### config.mk
export PLATFORM = sky130hd
export DESIGN_NAME = oled_spi_tx
export DESIGN_NICKNAME = d
export VERILOG_FILES = /design/src/rtl/oled_spi_tx.sv
export SDC_FILE = /design/constraint.sdc
export NUM_CORES = 1
export LEC_CHECK = 0
export ABC_CLOCK_PERIOD_IN_PS = 3400
export CORE_ASPECT_RATIO = 0.8
export CORE_MARGIN = 5
export CORE_UTILIZATION = 25
export CTS_CLUSTER_SIZE = 12
export DETAILED_ROUTE_END_ITERATION = 8
export SYNTH_ARGS = -nofsm -noshare
export SYNTH_HDL_FRONTEND = slang
export SYNTH_SLANG_ARGS = --single-unit
export TNS_END_PERCENT = 100
### constraint.sdc
create_clock -name sclk -period 3.4 [get_ports sclk]
set_input_delay 0.68 -clock sclk [delete_from_list [all_inputs] [get_ports sclk]]
set_output_delay 0.68 -clock sclk [all_outputs]
set_load 0.01 [all_outputs]
### src/rtl/oled_spi_tx.sv
// SPI Mode 3 write-only transmitter for the Pmod OLEDrgb (SSD1331) serial pins.
// Define OLED_SPI_BURST_EN to let a new byte chain onto the current CS frame from HOLD.
module oled_spi_tx #(
  parameter int CLK_DIV = 8,
  parameter int CS_HOLD = 8,
  parameter int CS_GAP  = 8
) (
  input  logic       sclk,
  input  logic       rst_n,
  input  logic       tx_valid_i,
  input  logic [7:0] tx_data_i,
  input  logic       tx_dc_i,
  output logic       tx_ready_o,
  output logic       busy_o,
  output logic       spi_sck_o,
  output logic       spi_cs_o,
  output logic       spi_mosi_o,
  output logic       spi_dc_o
);

  localparam int MAX_HD  = (CLK_DIV > CS_HOLD) ? CLK_DIV : CS_HOLD;
  localparam int MAX_ALL = (MAX_HD > CS_GAP) ? MAX_HD : CS_GAP;
  localparam int CNT_W   = $clog2(MAX_ALL + 1);

  localparam logic [CNT_W-1:0] DIV_LOAD  = CNT_W'(CLK_DIV - 1);
  localparam logic [CNT_W-1:0] HOLD_LOAD = CNT_W'(CS_HOLD - 1);
  localparam logic [CNT_W-1:0] GAP_LOAD  = CNT_W'(CS_GAP - 1);
  localparam logic [CNT_W-1:0] CNT_ONE   = CNT_W'(1);

  typedef enum logic [2:0] {
    IDLE,
    SETUP,
    SHIFT,
    HOLD,
    GAP
  } state_t;

  state_t           state_q;
  logic [CNT_W-1:0] halfCnt_q;
  logic [2:0]       bitCnt_q;
  logic [7:0]       shift_q;
  logic             txReady_q;
  logic             busy_q;
  logic             sck_q;
  logic             cs_q;
  logic             mosi_q;
  logic             dc_q;

  logic take;
  logic cntDone;

  // txReady_q is only ever high in states that may accept a byte, so a
  // transfer is simply valid && ready regardless of the current state.
  assign take    = tx_valid_i && txReady_q;
  assign cntDone = (halfCnt_q == '0);

  always_ff @(posedge sclk) begin
    if (!rst_n) begin
      state_q   <= IDLE;
      halfCnt_q <= '0;
      bitCnt_q  <= '0;
      shift_q   <= '0;
      txReady_q <= 1'b0;
      busy_q    <= 1'b0;
      sck_q     <= 1'b1;
      cs_q      <= 1'b1;
      mosi_q    <= 1'b0;
      dc_q      <= 1'b0;
    end else if (take) begin
      state_q   <= SETUP;
      halfCnt_q <= DIV_LOAD;
      bitCnt_q  <= 3'd7;
      shift_q   <= tx_data_i;
      dc_q      <= tx_dc_i;
      mosi_q    <= tx_data_i[7];
      cs_q      <= 1'b0;
      sck_q     <= 1'b1;
      txReady_q <= 1'b0;
      busy_q    <= 1'b1;
    end else begin
      case (state_q)
        IDLE: begin
          txReady_q <= 1'b1;
          busy_q    <= 1'b0;
        end
        SETUP: begin
          if (cntDone) begin
            state_q   <= SHIFT;
            sck_q     <= 1'b0;
            halfCnt_q <= DIV_LOAD;
          end else begin
            halfCnt_q <= halfCnt_q - CNT_ONE;
          end
        end
        // sck_q doubles as the phase flag: low phase ends with a rising
        // edge, high phase ends with the next bit on a falling edge.
        SHIFT: begin
          if (!cntDone) begin
            halfCnt_q <= halfCnt_q - CNT_ONE;
          end else if (!sck_q) begin
            sck_q     <= 1'b1;
            halfCnt_q <= DIV_LOAD;
          end else if (bitCnt_q == 3'd0) begin
            state_q   <= HOLD;
            halfCnt_q <= HOLD_LOAD;
`ifdef OLED_SPI_BURST_EN
            txReady_q <= 1'b1;
`else
            txReady_q <= 1'b0;
`endif
          end else begin
            bitCnt_q  <= bitCnt_q - 3'd1;
            sck_q     <= 1'b0;
            mosi_q    <= shift_q[bitCnt_q - 3'd1];
            halfCnt_q <= DIV_LOAD;
          end
        end
        HOLD: begin
          if (cntDone) begin
            state_q   <= GAP;
            cs_q      <= 1'b1;
            txReady_q <= 1'b0;
            halfCnt_q <= GAP_LOAD;
          end else begin
            halfCnt_q <= halfCnt_q - CNT_ONE;
          end
        end
        GAP: begin
          if (cntDone) begin
            state_q   <= IDLE;
            txReady_q <= 1'b1;
            busy_q    <= 1'b0;
          end else begin
            halfCnt_q <= halfCnt_q - CNT_ONE;
          end
        end
        default: begin
          state_q   <= IDLE;
          txReady_q <= 1'b0;
          busy_q    <= 1'b0;
          sck_q     <= 1'b1;
          cs_q      <= 1'b1;
        end
      endcase
    end
  end

  assign tx_ready_o = txReady_q;
  assign busy_o     = busy_q;
  assign spi_sck_o  = sck_q;
  assign spi_cs_o   = cs_q;
  assign spi_mosi_o = mosi_q;
  assign spi_dc_o   = dc_q;

endmodule
# == After elaboration in Yosys (flattened, before gate mapping) ==
# Index checks and enable logic that the tools add are counted.
# totals
reg_bits,24
wordCells,101
input_bits,12
# op_classes
order_cmp,1
n_eq_ne,22
reduce_logical,22
n_mux,38
addsub,2
bitwise,4
# op_table
cell,n
$mux W3,12
$ne A3 B3 Y1 const B,7
$ne A2 B2 Y1 const B,9
$mux W1,17
$pmux W3 S5,1
$reduce_and A7 Y1,2
$mux W4,2
$pmux W4 S2,1
$reduce_and A2 Y1,4
$reduce_bool A2 Y1,4
$eq A3 B2 Y1 const B,2
$logic_not A3 Y1,2
$reduce_and A6 Y1,1
$reduce_or A3 Y1,2
$pmux W1 S5,1
$logic_not A4 Y1,1
$lt A3 B4 Y1 const B,1
$ne A2 B1 Y1 const B,2
$not A1 Y1,4
$pmux W1 S2,2
$reduce_and A4 Y1,1
$reduce_or A4 Y1,1
$sub A4 B1 Y4 const B,1
$bmux W1 S3,1
other kinds (8),8

# == Depth between registers and ports, before layout ==
# Gate-level depths: netlist (run 1).
# depth
ltp_word,8
mapped_depth,7
mapped_depth_nobuf,7

# == Least setup slack after synthesis (run 1) ==
# No wires, ideal clock.
# synth_timing
path_type,reg2reg
start,reg bitCnt_q[0]
end,"reg mosi_q, in the netlist spi_mosi_o"
period_less_slack_ns,1.797
setup_slack_ns,1.603
arrival_ns,1.668
n_path_buf,1
path_stages_with_launch,7
cell_sequence,dfxtp_1 -> inv_1 -> ha_1 -> clkbuf_1 -> mux2_2 -> o311ai_0 -> o41ai_2
# synth_between
elab_chain_len,8
word_cells_on_any_way,11
classes_between,add/sub (1); eq/ne (1); mux (7); reduce/logical (2)
# synth_lines
item,line_no,source
start: declaration,40,logic [2:0] bitCnt_q;
start signal: assignment,112,bitCnt_q <= bitCnt_q - 3'd1;
$sub A3 B1 Y3,114,mosi_q <= shift_q[bitCnt_q - 3'd1];
$bmux W1 S3,114,
$mux W1 (implied by the code),114,
$mux W1,103,end else if (bitCnt_q == 3'd0) begin
$mux W1,100,end else if (!sck_q) begin
$mux W1,98,if (!cntDone) begin
$mux W1,81,case (state_q)
$mux W1,69,end else if (take) begin
end signal: assignment,75,mosi_q <= tx_data_i[7];
end signal: assignment,114,
end: declaration,46,logic mosi_q;
# Several ways; a longest one is shown, not always the timed one. The select of a mux whose other input is x is not followed.
# A chain may end at the register's enable or synchronous reset.

# == Final worst setup path (run 1) ==
# layout_timing
start,"reg sck_q, in the netlist spi_sck_o"
end,out spi_sck_o
# layout_lines
item,line_no,source
start: declaration,44,logic sck_q;
start signal: assignment,65,sck_q <= 1'b1;
start signal: assignment,77,sck_q <= 1'b1;
start signal: assignment,89,sck_q <= 1'b0;
end: declaration,15,"output logic spi_sck_o,"
# No word-level cell between the ends.

==> run_results.csv, run 1 <==
group,metric,value,unit
sta,min_period,2.017,ns
sta,drv_slew,0,
sta,rsz0062_at_grt,"false",
synth,ys_seq_area_share,37.07,%
global_route,grt_max_degree,22,
critical_path,rr_startpoint,"bitCnt_q[0]",
clocking,numCtsBuffers,3,
die,boundaryPins,18,
synth,synth_edf_count,0,
critical_path,critPathMaxStageDelay,0.59,ns
die,coreArea,5007,um^2
status,run_status,"completed",
global_route,antenna_found_initial,0,
critical_path,criticalPathCategory,"flip-flop to output port",
clocking,clk_latency,0.26,ns
die,dieArea,6734,um^2
synth,syn_area,1296,um^2
critical_path,end_kind,"output port",
critical_path,startpoint,"spi_sck_o",
sta,fmax,495.9,MHz
critical_path,worst-path-buf-inv,1,
drt,postRouteAntennaNets,0,
synth,async_flop_share,0,%
placement,dp.cells,230,
critical_path,start_kind,"flip-flop",
synth,synth-seq-cells,24,
sta,clock_skew,0.002493,ns
critical_path,crit_arrival,1.34,ns
die,row_count,23,
sta,worstMarginPinSlew,0.6464,ns
critical_path,reg2reg_to,"spi_mosi_o",
critical_path,endpoint,"spi_sck_o",
critical_path,critPathMaxFanout,8,
synth,ys_warn_count,0,
clocking,h-tree-depth,1,
clocking,cts_hold_buf,0,
drt,routed_wl,2858,um
critical_path,cp_top_family,"buffers and inverters",
die,die_y,74.41,um
placement,numPortBuffers,17,
clocking,cts_setup_buffers,0,
synth,ys.flop_type,"dfxtp_1",
final_layout,area_delta_synth_final,20.75,%
flow_run,maxCapViolCount,0,
drt,routedWlPerCell,12.21,um
placement,dp_hpwl,2014,um
worst_hold_path,hp-class,"flip-flop to flip-flop",
global_route,grt_usage,8.642,%
final_layout,stdcell_count,234,
clocking,cts-resized-gates,0,
sta,setup_viol_count_final,0,
synth,syn_inst,160,
final_layout,n_antenna_cell,0,
sta,finalCritPeriodShare,59.31,%
drt,dr.pass1.iters,6,
final_layout,layout-drive-gt1-share,7.558,%
pwr,power.density,467.5,nW/um^2
critical_path,cp.depth,1,
die,initial_core_util,25.89,%
pwr,vdd_ir_drop_max,0.0002557,V
global_route,grt_pass1_vias,1057,
global_route,grt_pass1_wl,4850,um
synth,yosysUniqueCellTypes,42,
sta,finalSetupTns,0,ns
clocking,cts_tree,"built",
critical_path,crit_path_cell_trace,"clkdlybuf4s50_1",
synth,netlist.area_leader.share,37.07,%
critical_path,r2r_cells,5,
clocking,clock-sinks,24,
die,chipWidth,90.51,um
drt,drcViolationCount,0,
pwr,leakage,0.5693,nW
sta,maxSlewHeadroom,56.85,%
clocking,clkSlewWorstSetupHoldPaths,0.08,ns
critical_path,required,2.72,ns
drt,drtIter0Drc,51,
final_layout,nets,188,
clocking,cts-root-buf,"clkbuf_8",
placement,gp_congestion,0.7762,
drt,vias_per_cell,4.842,
synth,syn_avg_cell_area,8.102,um^2
synth,synth_fp_nets,175,
critical_path,cpMaxStageDelayCell,"clkdlybuf4s50_1",
synth,synth_area_leader_cell,"dfxtp_1",
drt,dr_total_vias,1133,
critical_path,reg2reg_slack,1.53,ns
global_route,grt_overflow,0,
sta,finalHoldViolCount,0,
clocking,clk_path_buf_depth,2,
synth,synth_area_leaders,"dfxtp_1, nand2_1, a21boi_0",
## registers in the layout, indices dropped and copies added, names as in the netlist
register    cells
shift_q         8
tx_ready_o      1
state_q         3
spi_dc_o        1
halfCnt_q       4
busy_o          1
spi_mosi_o      1
spi_sck_o       1
spi_cs_o        1
bitCnt_q        3
## worst min-delay path by stage
| stage | from | to | cells past startpoint |
|---|---|---|---|
| global placement | shift_q[5] | shift_q[5] | 2 |
| detailed placement | shift_q[3] | shift_q[3] | 2 |
| CTS | shift_q[3] | shift_q[3] | 2 |
| global route | shift_q[1] | shift_q[1] | 2 |
| finish | shift_q[3] | shift_q[3] | 2 |
| floorplan | shift_q[6] | shift_q[6] | 2 |
## synth_stat cells, types with 2 or more instances
cell      count
nand2_1      31
a31oi_1       2
buf_2         6
inv_1         9
a211oi_1      5
nand3_1       4
nor3_1        4
a21boi_0     11
nor2b_1       2
o21ai_0       7
nor2_1        7
or3_1         3
clkbuf_1      4
dfxtp_1      24
ha_1          3
o31a_1        3
a21oi_1       8
mux2i_1       3
## per-stage QoR
stage | hold WS [ns] | area (um^2) | power, mW | setup slack, ns | utilization (%)
after floorplan | 0.4389 | 1296 | 0.4855 | 1.603 | -
after CTS | 0.4673 | 1565 | 0.7411 | 1.369 | 31.26
final | 0.4629 | 1565 | 0.7318 | 1.383 | 31.26
after detailed placement | 0.4552 | 1510 | 0.5466 | 1.139 | 30.16
after global routing | 0.5067 | 1565 | 0.7780 | 1.208 | 31.26
after global placement | 0.4527 | 1510 | 0.5467 | 1.157 | 30.16
## layout by cell type, fill, tap and decap left out, drive strengths merged, types with 3 or more instances in the layout
cell           instances
nand2                 32
dfxtp                 24
clkdlybuf4s50         17
a21boi                11
inv                    9
a21oi                  8
nor2                   8
o21ai                  8
a211oi                 5
nor3                   4
nand3                  4
clkbuf                 4
mux2i                  3
or3                    3
o31a                   3
ha                     3
## layout make-up
cell class | count | area (um^2)
fillers | 563 | 3442
multi-input cells | 116 | 733.2
flip-flops and latches | 24 | 480.5
repair buffers | 19 | 185.2
well taps | 62 | 77.57
clock buffers | 4 | 55.05
inverters | 9 | 33.78
## power breakdown
| part | internal [mW] | switching (mW) |
|---|---|---|
| sequential | 0.306 | 0.0296 |
| combinational | 0.101 | 0.103 |
| clock | 0.103 | 0.0888 |
| total | 0.510 | 0.222 |
## cells by family (layout without fill, tap and decap cells)
kind of cell | count (synthesis) | after routing | share of synthesized area, %
flip-flops | 24 | 24 | 37.07
AO/OA/AOI/OAI | 45 | 45 | 24.42
buffers and inverters | 20 | 32 | 6.370
adder cells (fa/ha/maj) | 3 | 3 | 2.896
AND/OR/NAND/NOR | 62 | 62 | 24.71
multiplexers | 4 | 4 | 3.185
XOR/XNOR | 2 | 2 | 1.352
## layer usage
metal	up-vias	global-route usage, %	wire length (um)
li1	589	-	-
met1	522	11.60	1488
met2	18	13.86	1235
met3	4	1.921	101
met4	0	2.975	33
met5	-	0	0
(Power assumes the default switching activity.)
==> run 2: changes to the inputs <==
- ABC_CLOCK_PERIOD_IN_PS: 3400 -> 2000
- clock period: 3.4 -> 2 ns (I/O delays scaled with it)
==> run 2 against run 1 <==
Net effect: global-route usage grew 0.27 points; routed wire length grew 1.5%; sequential share of layout area shrank 1.2 points; highest routed layer unchanged; first-iteration DRC count grew 25%; clock power grew 120%; worst setup slack lost 1.2 ns; utilization grew 1.2 points; count of clock-buffer cells in the layout shrank 1; final area grew 3.9%; final cell count grew 2.6%.
==> run_results.csv, run 2 (synthesized netlist as in run 1, its figures left out) <==
group,metric,value,unit
status,run_status,"completed",
die,initial_core_util,25.89,%
clocking,h-tree-depth,1,
final_layout,layout_common_cells,"nand2_1, dfxtp_1, clkdlybuf4s50_1",
critical_path,reg2reg_slack,0.21,ns
die,die_y,74.41,um
clocking,cts_setup_buffers,0,
worst_hold_path,hp-class,"flip-flop to flip-flop",
sta,finalSetupTns,0,ns
critical_path,criticalPathCategory,"flip-flop to flip-flop",
global_route,grt_pass1_wl,4974,um
clocking,numCtsBuffers,3,
final_layout,final_core_util,32.48,%
critical_path,worst-path-buf-inv,1,
drt,vias_per_cell,4.725,
sta,worstMarginPinSlew,0.5479,ns
final_layout,largest_reg_flops,8,
critical_path,crit_arrival,1.95,ns
placement,dp_hpwl,2128,um
final_layout,top_register,"shift_q",
sta,drv_slew,0,
final_layout,nets,194,
die,row_count,23,
pwr,leakage,0.6067,nW
global_route,antenna_found_initial,0,
drt,dr_total_vias,1134,
clocking,cts-resized-gates,0,
sta,worst_hold_slack,0.4665,ns
final_layout,area_delta_synth_final,25.48,%
sta,fmax,557.9,MHz
critical_path,crit_top_cell,"ha_1",
global_route,grt_overflow,0,
final_layout,biggestRegsByFlops,"shift_q x8, halfCnt_q x4",
sta,maxSlewHeadroom,63.42,%
critical_path,start_kind,"flip-flop",
pwr,vdd_ir_drop_max,0.0005117,V
critical_path,required,2.15,ns
critical_path,cpMaxStageDelayCell,"dfxtp_1",
clocking,clkSlewWorstSetupHoldPaths,0.09,ns
clocking,cts_tree,"built",
global_route,grt_pass1_vias,1090,
drt,drcViolationCount,0,
drt,routed_wl,2901,um
critical_path,crit_path_cell_trace,"inv_1 > ha_1 > ha_1 > nor4b_4 > a211oi_1 > o21ai_0 > o41ai_2",
final_layout,n_antenna_cell,0,
final_layout,final_design_area_no_fill,1627,um^2
sta,finalCritPeriodShare,89.62,%
die,dieArea,6734,um^2
flow_run,maxCapViolCount,0,
clocking,clk_path_buf_depth,2,
pwr,power,1.369,mW
sta,min_period,1.792,ns
clocking,clock-sinks,24,
final_layout,layout_commonest_cell,"nand2_1",
sta,clock_skew,0.003870,ns
die,boundaryPins,18,
drt,dr.pass1.iters,4,
clocking,clk_latency,0.27,ns
die,coreArea,5007,um^2
clocking,cts-root-buf,"clkbuf_8",
drt,drtIter0Drc,64,
sta,finalHoldViolCount,0,
critical_path,end_kind,"flip-flop",
die,chipWidth,90.51,um
clocking,cts_hold_buf,0,
final_layout,layout-drive-gt1-share,10.67,%
placement,place_area,1555,um^2
sta,setup_viol_count_final,0,
sta,rsz0062_at_grt,"false",
drt,postRouteAntennaNets,0,
critical_path,critPathMaxStageDelay,0.35,ns
global_route,grt_max_degree,21,
final_layout,fill_cells,547,
global_route,grt_usage,8.915,%
drt,routedWlPerCell,12.09,um
placement,numPortBuffers,17,
critical_path,cp_top_family,"compound AO/OA/AOI/OAI gates",
critical_path,critPathMaxFanout,4,
pwr,power.density,842.0,nW/um^2
placement,gp_congestion,0.7699,
[run 2: changes by cell type in the layout (fill, tap and decap cells not counted), sizes merged]
cell,previous run,this run
buf,2,8
bufinv,0,1
clkbuf,4,3
[run 2: layout make-up]
class / count / area [um^2] / area share [%]
clock inverter: 1 / 30.03 / 1.846
timing repair buffer: 25 / 230.2 / 14.15
multi-input combinational: 116 / 733.2 / 45.08
tap: 62 / 77.57 / 4.769
inverter: 9 / 33.78 / 2.077
sequential: 24 / 480.5 / 29.54
clock buffer: 3 / 41.29 / 2.538
[run 2: metrics by stage]
step	std cells	worst slack [ns]
2_1_floorplan	160	0.2034
3_3_place_gp	236	0.2366
3_5_place_dp	236	0.2565
4_1_cts	240	0.2216
5_1_grt	240	0.01354
6_report	240	0.2076
[run 2: worst reg2reg max path: stages, from the launching register on]
cell      delay (ns)
dfxtp_1         0.35
inv_1           0.09
ha_1            0.21
ha_1            0.24
nor4b_4         0.32
a211oi_1        0.14
o21ai_0         0.24
o41ai_2         0.11
[run 2: routing by layer]
layer / global-route usage [%] / wire length (um)
met4: 2.975 / 41
met3: 2.123 / 102
met5: 0 / 0
met2: 13.94 / 1212
met1: 12.20 / 1545
[run 2: report_power, final]
group | leakage, nW | total (mW) | internal [mW] | switching, mW
Combinational | 0.374 | 0.373 | 0.189 | 0.184
Clock | 0.0357 | 0.431 | 0.268 | 0.163
Sequential | 0.197 | 0.565 | 0.520 | 0.0451
Total | 0.607 | 1.37 | 0.977 | 0.392
[run 2: worst paths after layout]
check	startpoint	endpoint	cells after the start
min	shift_q[1]	shift_q[1]	2
max	bitCnt_q[0]	spi_mosi_o	7
min reg2reg	shift_q[1]	shift_q[1]	2
max reg2reg	bitCnt_q[0]	spi_mosi_o	7
==> edit 1, RTL diff (config.mk and constraints of run 2) <==
The parameter `CLK_DIV` goes from 8 to 16.
--- a/src/rtl/oled_spi_tx.sv
+++ b/src/rtl/oled_spi_tx.sv
@@ -2,5 +2,5 @@
 // Define OLED_SPI_BURST_EN to let a new byte chain onto the current CS frame from HOLD.
 module oled_spi_tx #(
-  parameter int CLK_DIV = 8,
+  parameter int CLK_DIV = 16,
   parameter int CS_HOLD = 8,
   parameter int CS_GAP  = 8
Function: same outputs for any inputs over 10 cycles, from zero or initial values and one cycle with rst_n low; that may be too few to reach the edited logic, so the function may still have changed.
==> edit 1 against run 2 <==
- final area is 1.8% higher
- clock power shrank 33%
- critical path type unchanged
- wire length rose by 6.4%
- power is 4.9% lower
- via count is 8.2% higher
- utilization rose by 0.22 points
- sequential cell count up 1
- synthesized area up 1.6%
- setup slack got worse by 110 ps
- combinational power is 12% higher
==> edit 1: results (changes against run 2) <==
### Finish
- **share of cell area taken by multi-input logic gates** 45.2%, +0.16 points
- **registers with the most flip-flops** shift_q: 8 flops, halfCnt_q: 5 flops
- **clock buffer count in the final layout** 4, +1
- **number of non-clock buffers** 26, +4.0%
- **final-layout clock-cell area share** 2.72%, -1.7 points
- **# nets final** 190, -2.1%
- **non-clk buf share** 15.1%, +0.95 points
- **count of multi-input combinational gates** 110, -5.2%

### STA
- **slew margin rel.** 69.1%, +5.6 points
- **worst clock skew on the final layout** 1.94 ps, -1.93 ps

### Logic synthesis
- **Post-Syn Nets** 168, -4.0%
- **Commonest cells post-synth** 25 x dfxtp_1, 24 x nand2_1, 15 x a21oi_1
- **dominant cells by area after synthesis** dfxtp_1 38%, nand2_1 6.8%, a21oi_1 5.7%
- **average footprint of a synthesized cell** 8.61 um^2, +6.3%

### Global routing
- **first-pass GRT wire length** 5220 um, +5.0%
- **total routing usage reported by global routing** 9.30%, +0.39 points
- **met2 usage in global routing** 14.3%, +0.38 points
- **number of global-route vias before repair** 1134, +4.0%
- **pin count of the biggest net entering global routing** 16, -24%

### Place
- **placed insts** 231, -2.1%
- **worst-case setup slack after placement** 69.4 ps, -187 ps
- **post-placement cell area** 1590 um^2, +2.5%

### Power and ir drop
- **post-layout total power** 0.00130 W, -4.9%
- **internal power** 0.000888 W, -9.2%
- **clock group total power** 0.000288 W, -33%
- **Pleak** 0.587 nW, -3.2%
- **VDD IR-drop max** 0.294 mV, -43%

### Detailed routing
- **post-DR vias/cell** 5.20, +10%
- **starting DRC count in detailed routing** 107, +67%
- **M1 wire length** 1570 um, +1.5%

### Floorplan
- **die width** 91.2 um, +0.73%

### Setup path
- **arrival time at the worst endpoint** 2070 ps, +120 ps
- **slowest cell on the critical path** or4b_4
- **Slowest Stage Delay on Critical Path** 580 ps, +230 ps

### Status
- **status** finished clean

## edit 1: kinds of logic (layout without fill, tap and decap cells)
kind of cell	after synthesis	after routing	synth area share (%)
buffers and inverters	18	39	5.89
AO/OA/AOI/OAI	44	44	24.7
multiplexers	3	3	4.18
adder cells (fa/ha/maj)	3	3	2.85
XOR/XNOR	4	4	2.66
flip-flops	25	25	38.0
AND/OR/NAND/NOR	56	56	21.7
## edit 1: what timing repair did
item	in CTS	in global routing
hold buffers	0	0
gates resized for setup	0	2
setup endpoints to repair	0	2
buffers inserted	0	1
## edit 1: worst paths after layout
path                 from           end  slack [ps]  cells past startpoint
min            shift_q[2]    shift_q[2]         460                      2
max          halfCnt_q[0]  halfCnt_q[3]          90                      6
max reg2reg  halfCnt_q[0]  halfCnt_q[3]          90                      6
min reg2reg    shift_q[2]    shift_q[2]         460                      2
==> edit 2, RTL diff (flow settings as in run 2) <==
Made on the original files. Encoding of `state_t`: now one-hot (5 bits for 5 states).
--- a/src/rtl/oled_spi_tx.sv
+++ b/src/rtl/oled_spi_tx.sv
@@ -28,10 +28,10 @@
   localparam logic [CNT_W-1:0] CNT_ONE   = CNT_W'(1);
 
-  typedef enum logic [2:0] {
-    IDLE,
-    SETUP,
-    SHIFT,
-    HOLD,
-    GAP
+  typedef enum logic [4:0] {
+    IDLE  = 5'b00001,
+    SETUP = 5'b00010,
+    SHIFT = 5'b00100,
+    HOLD  = 5'b01000,
+    GAP   = 5'b10000
   } state_t;
 
Function: same outputs for any inputs over 10 cycles, from zero or initial values and one cycle with rst_n low; not proved beyond that.
==> edit 2 against run 2 <==
- wire length rose by 20%
- via count rose by 14%
- power fell by 16%
- sequential cell count rose by 2
- setup slack got worse by 150 ps
- synthesized cell count rose by 1.3%
- highest routed layer is now met3
- synthesized area rose by 7.6%
- cell count rose by 12%
- final area rose by 12%
==> edit 2: results (changes against run 2) <==
### Finish
- **footprint of the multi-input gates** 798 um^2, +8.9%
- **# nets final** 207, +6.7%
- **count of non-filler cells in the finished layout** 269, +12%
- **registers with the most flip-flops** shift_q: 8 flops, state_q: 5 flops, halfCnt_q: 4 flops
- **number of fillers in the final layout** 574, +4.9%
- **proportion of layout cells with a drive suffix above 1** 19.4%, +8.7 points

### Detailed routing
- **starting DRC count in detailed routing** 137, +110%
- **post-DR vias/cell** 4.80, +1.5%
- **WL met3** 174 um, +71%
- **wire length after detailed routing** 3470 um, +20%
- **Met2 Routed Length** 1490 um, +23%
- **highest metal used** met3

### Logic synthesis
- **Commonest cells post-synth** 26 x dfxtp_1, 22 x nand2_1, 14 x a21oi_1
- **average footprint of a synthesized cell** 8.61 um^2, +6.3%
- **Post-Syn Nets** 177, +1.1%
- **dominant cells by area after synthesis** dfxtp_1 37%, nand2_1 5.9%, a21oi_1 5.0%
- **fraction of the mapped netlist area in compound gates** 18.4%, -6.0 points
- **multiplexer share of the synthesized area** 4.75%, +1.6 points
- **parity-gate share of the synthesized area counting xor and xnor cells** 2.51%, +1.2 points
- **Seq/Total Area, Yosys** 37.3%, +0.24 points
- **Synth Area in Adders** 2.69%, -0.21 points
- **Yosys cell types** 44, +4.8%

### Power and ir drop
- **VDD IR-drop max** 0.224 mV, -56%
- **Pleak** 0.645 nW, +6.3%

### Setup path
- **arrival time at the worst endpoint** 2110 ps, +160 ps
- **worst reg2reg path depth** 4, -3
- **slowest cell on the critical path** a2111oi_0
- **Slowest Stage Delay on Critical Path** 620 ps, +270 ps

### Place
- **Placer Congestion** 0.819, +6.4%
- **post-placement cell area** 1710 um^2, +10%
- **worst-case setup slack after placement** -39.0 ps, -295 ps
- **DP Wirelength** 2390 um, +12%

### Global routing
- **number of global-route vias before repair** 1209, +11%
- **pin count of the biggest net entering global routing** 19, -9.5%
- **first-pass GRT wire length** 5860 um, +18%
- **total routing usage reported by global routing** 9.99%, +1.1 points

### STA
- **worst clock skew on the final layout** 1.73 ps, -2.14 ps
- **transition at the pin with the smallest max-transition slack** 661 ps, +113 ps

### Status
- **status** finished clean

==> edit 2: cell types whose count changed in the layout (fill, tap and decap cells not counted), sizes merged, moves of 4 or more <==
cell	run 2	this run
a311oi	1	5
buf	8	19
o21ai	8	4
a21boi	11	0
nor4	0	6
nand2	32	22
a21oi	8	14
or4	0	5
==> edit 2: path summary, 6_finish.rpt <==
path | start | slack, ps | to
worst max-delay path | state_q[4] | 60 | spi_sck_o
worst min-delay path | shift_q[0] | 460 | shift_q[0]
worst max register to register | state_q[4] | 60 | spi_sck_o
worst min register to register | shift_q[0] | 460 | shift_q[0]
==> edit 2: routing by layer <==
metal | track usage [%] | vias up
li1 | - | 661
met1 | 14.9 | 604
met2 | 14.2 | 25
met3 | 3.03 | 0
met4 | 1.61 | 0
met5 | 0 | -
==> edit 2: layout make-up <==
cell class                      count  area share (%)
Inverter                            7            1.44
Multi-Input combinational cell    117            43.8
Timing Repair Buffer               37            17.8
Clock buffer                        4            3.02
Tap cell                           78            5.35
Sequential cell                    26            28.6
==> edit 2: power by group <==
part | internal (W) | leakage (nW) | switching [W] | total (W)
sequential | 0.000544 | 0.213 | 0.0000197 | 0.000564
combinational | 0.000133 | 0.404 | 0.000115 | 0.000248
clock | 0.000176 | 0.0288 | 0.000167 | 0.000344
total | 0.000853 | 0.645 | 0.000302 | 0.00116
==> edit 2: repair_timing <==
item,4_1_cts,5_1_grt
gates cloned,0,1
setup buffers,1,3
pin swaps,1,3
endpoints found under the setup margin,3,8
gates resized for setup,1,4
==> edit 2: tightest hold or removal path, delay by kind of cell, from the launching register on <==
family	cells	cell delay (ps)
AOI/OAI and AO/OA	1	50
and+or+nand+nor	1	50
DFF	1	320
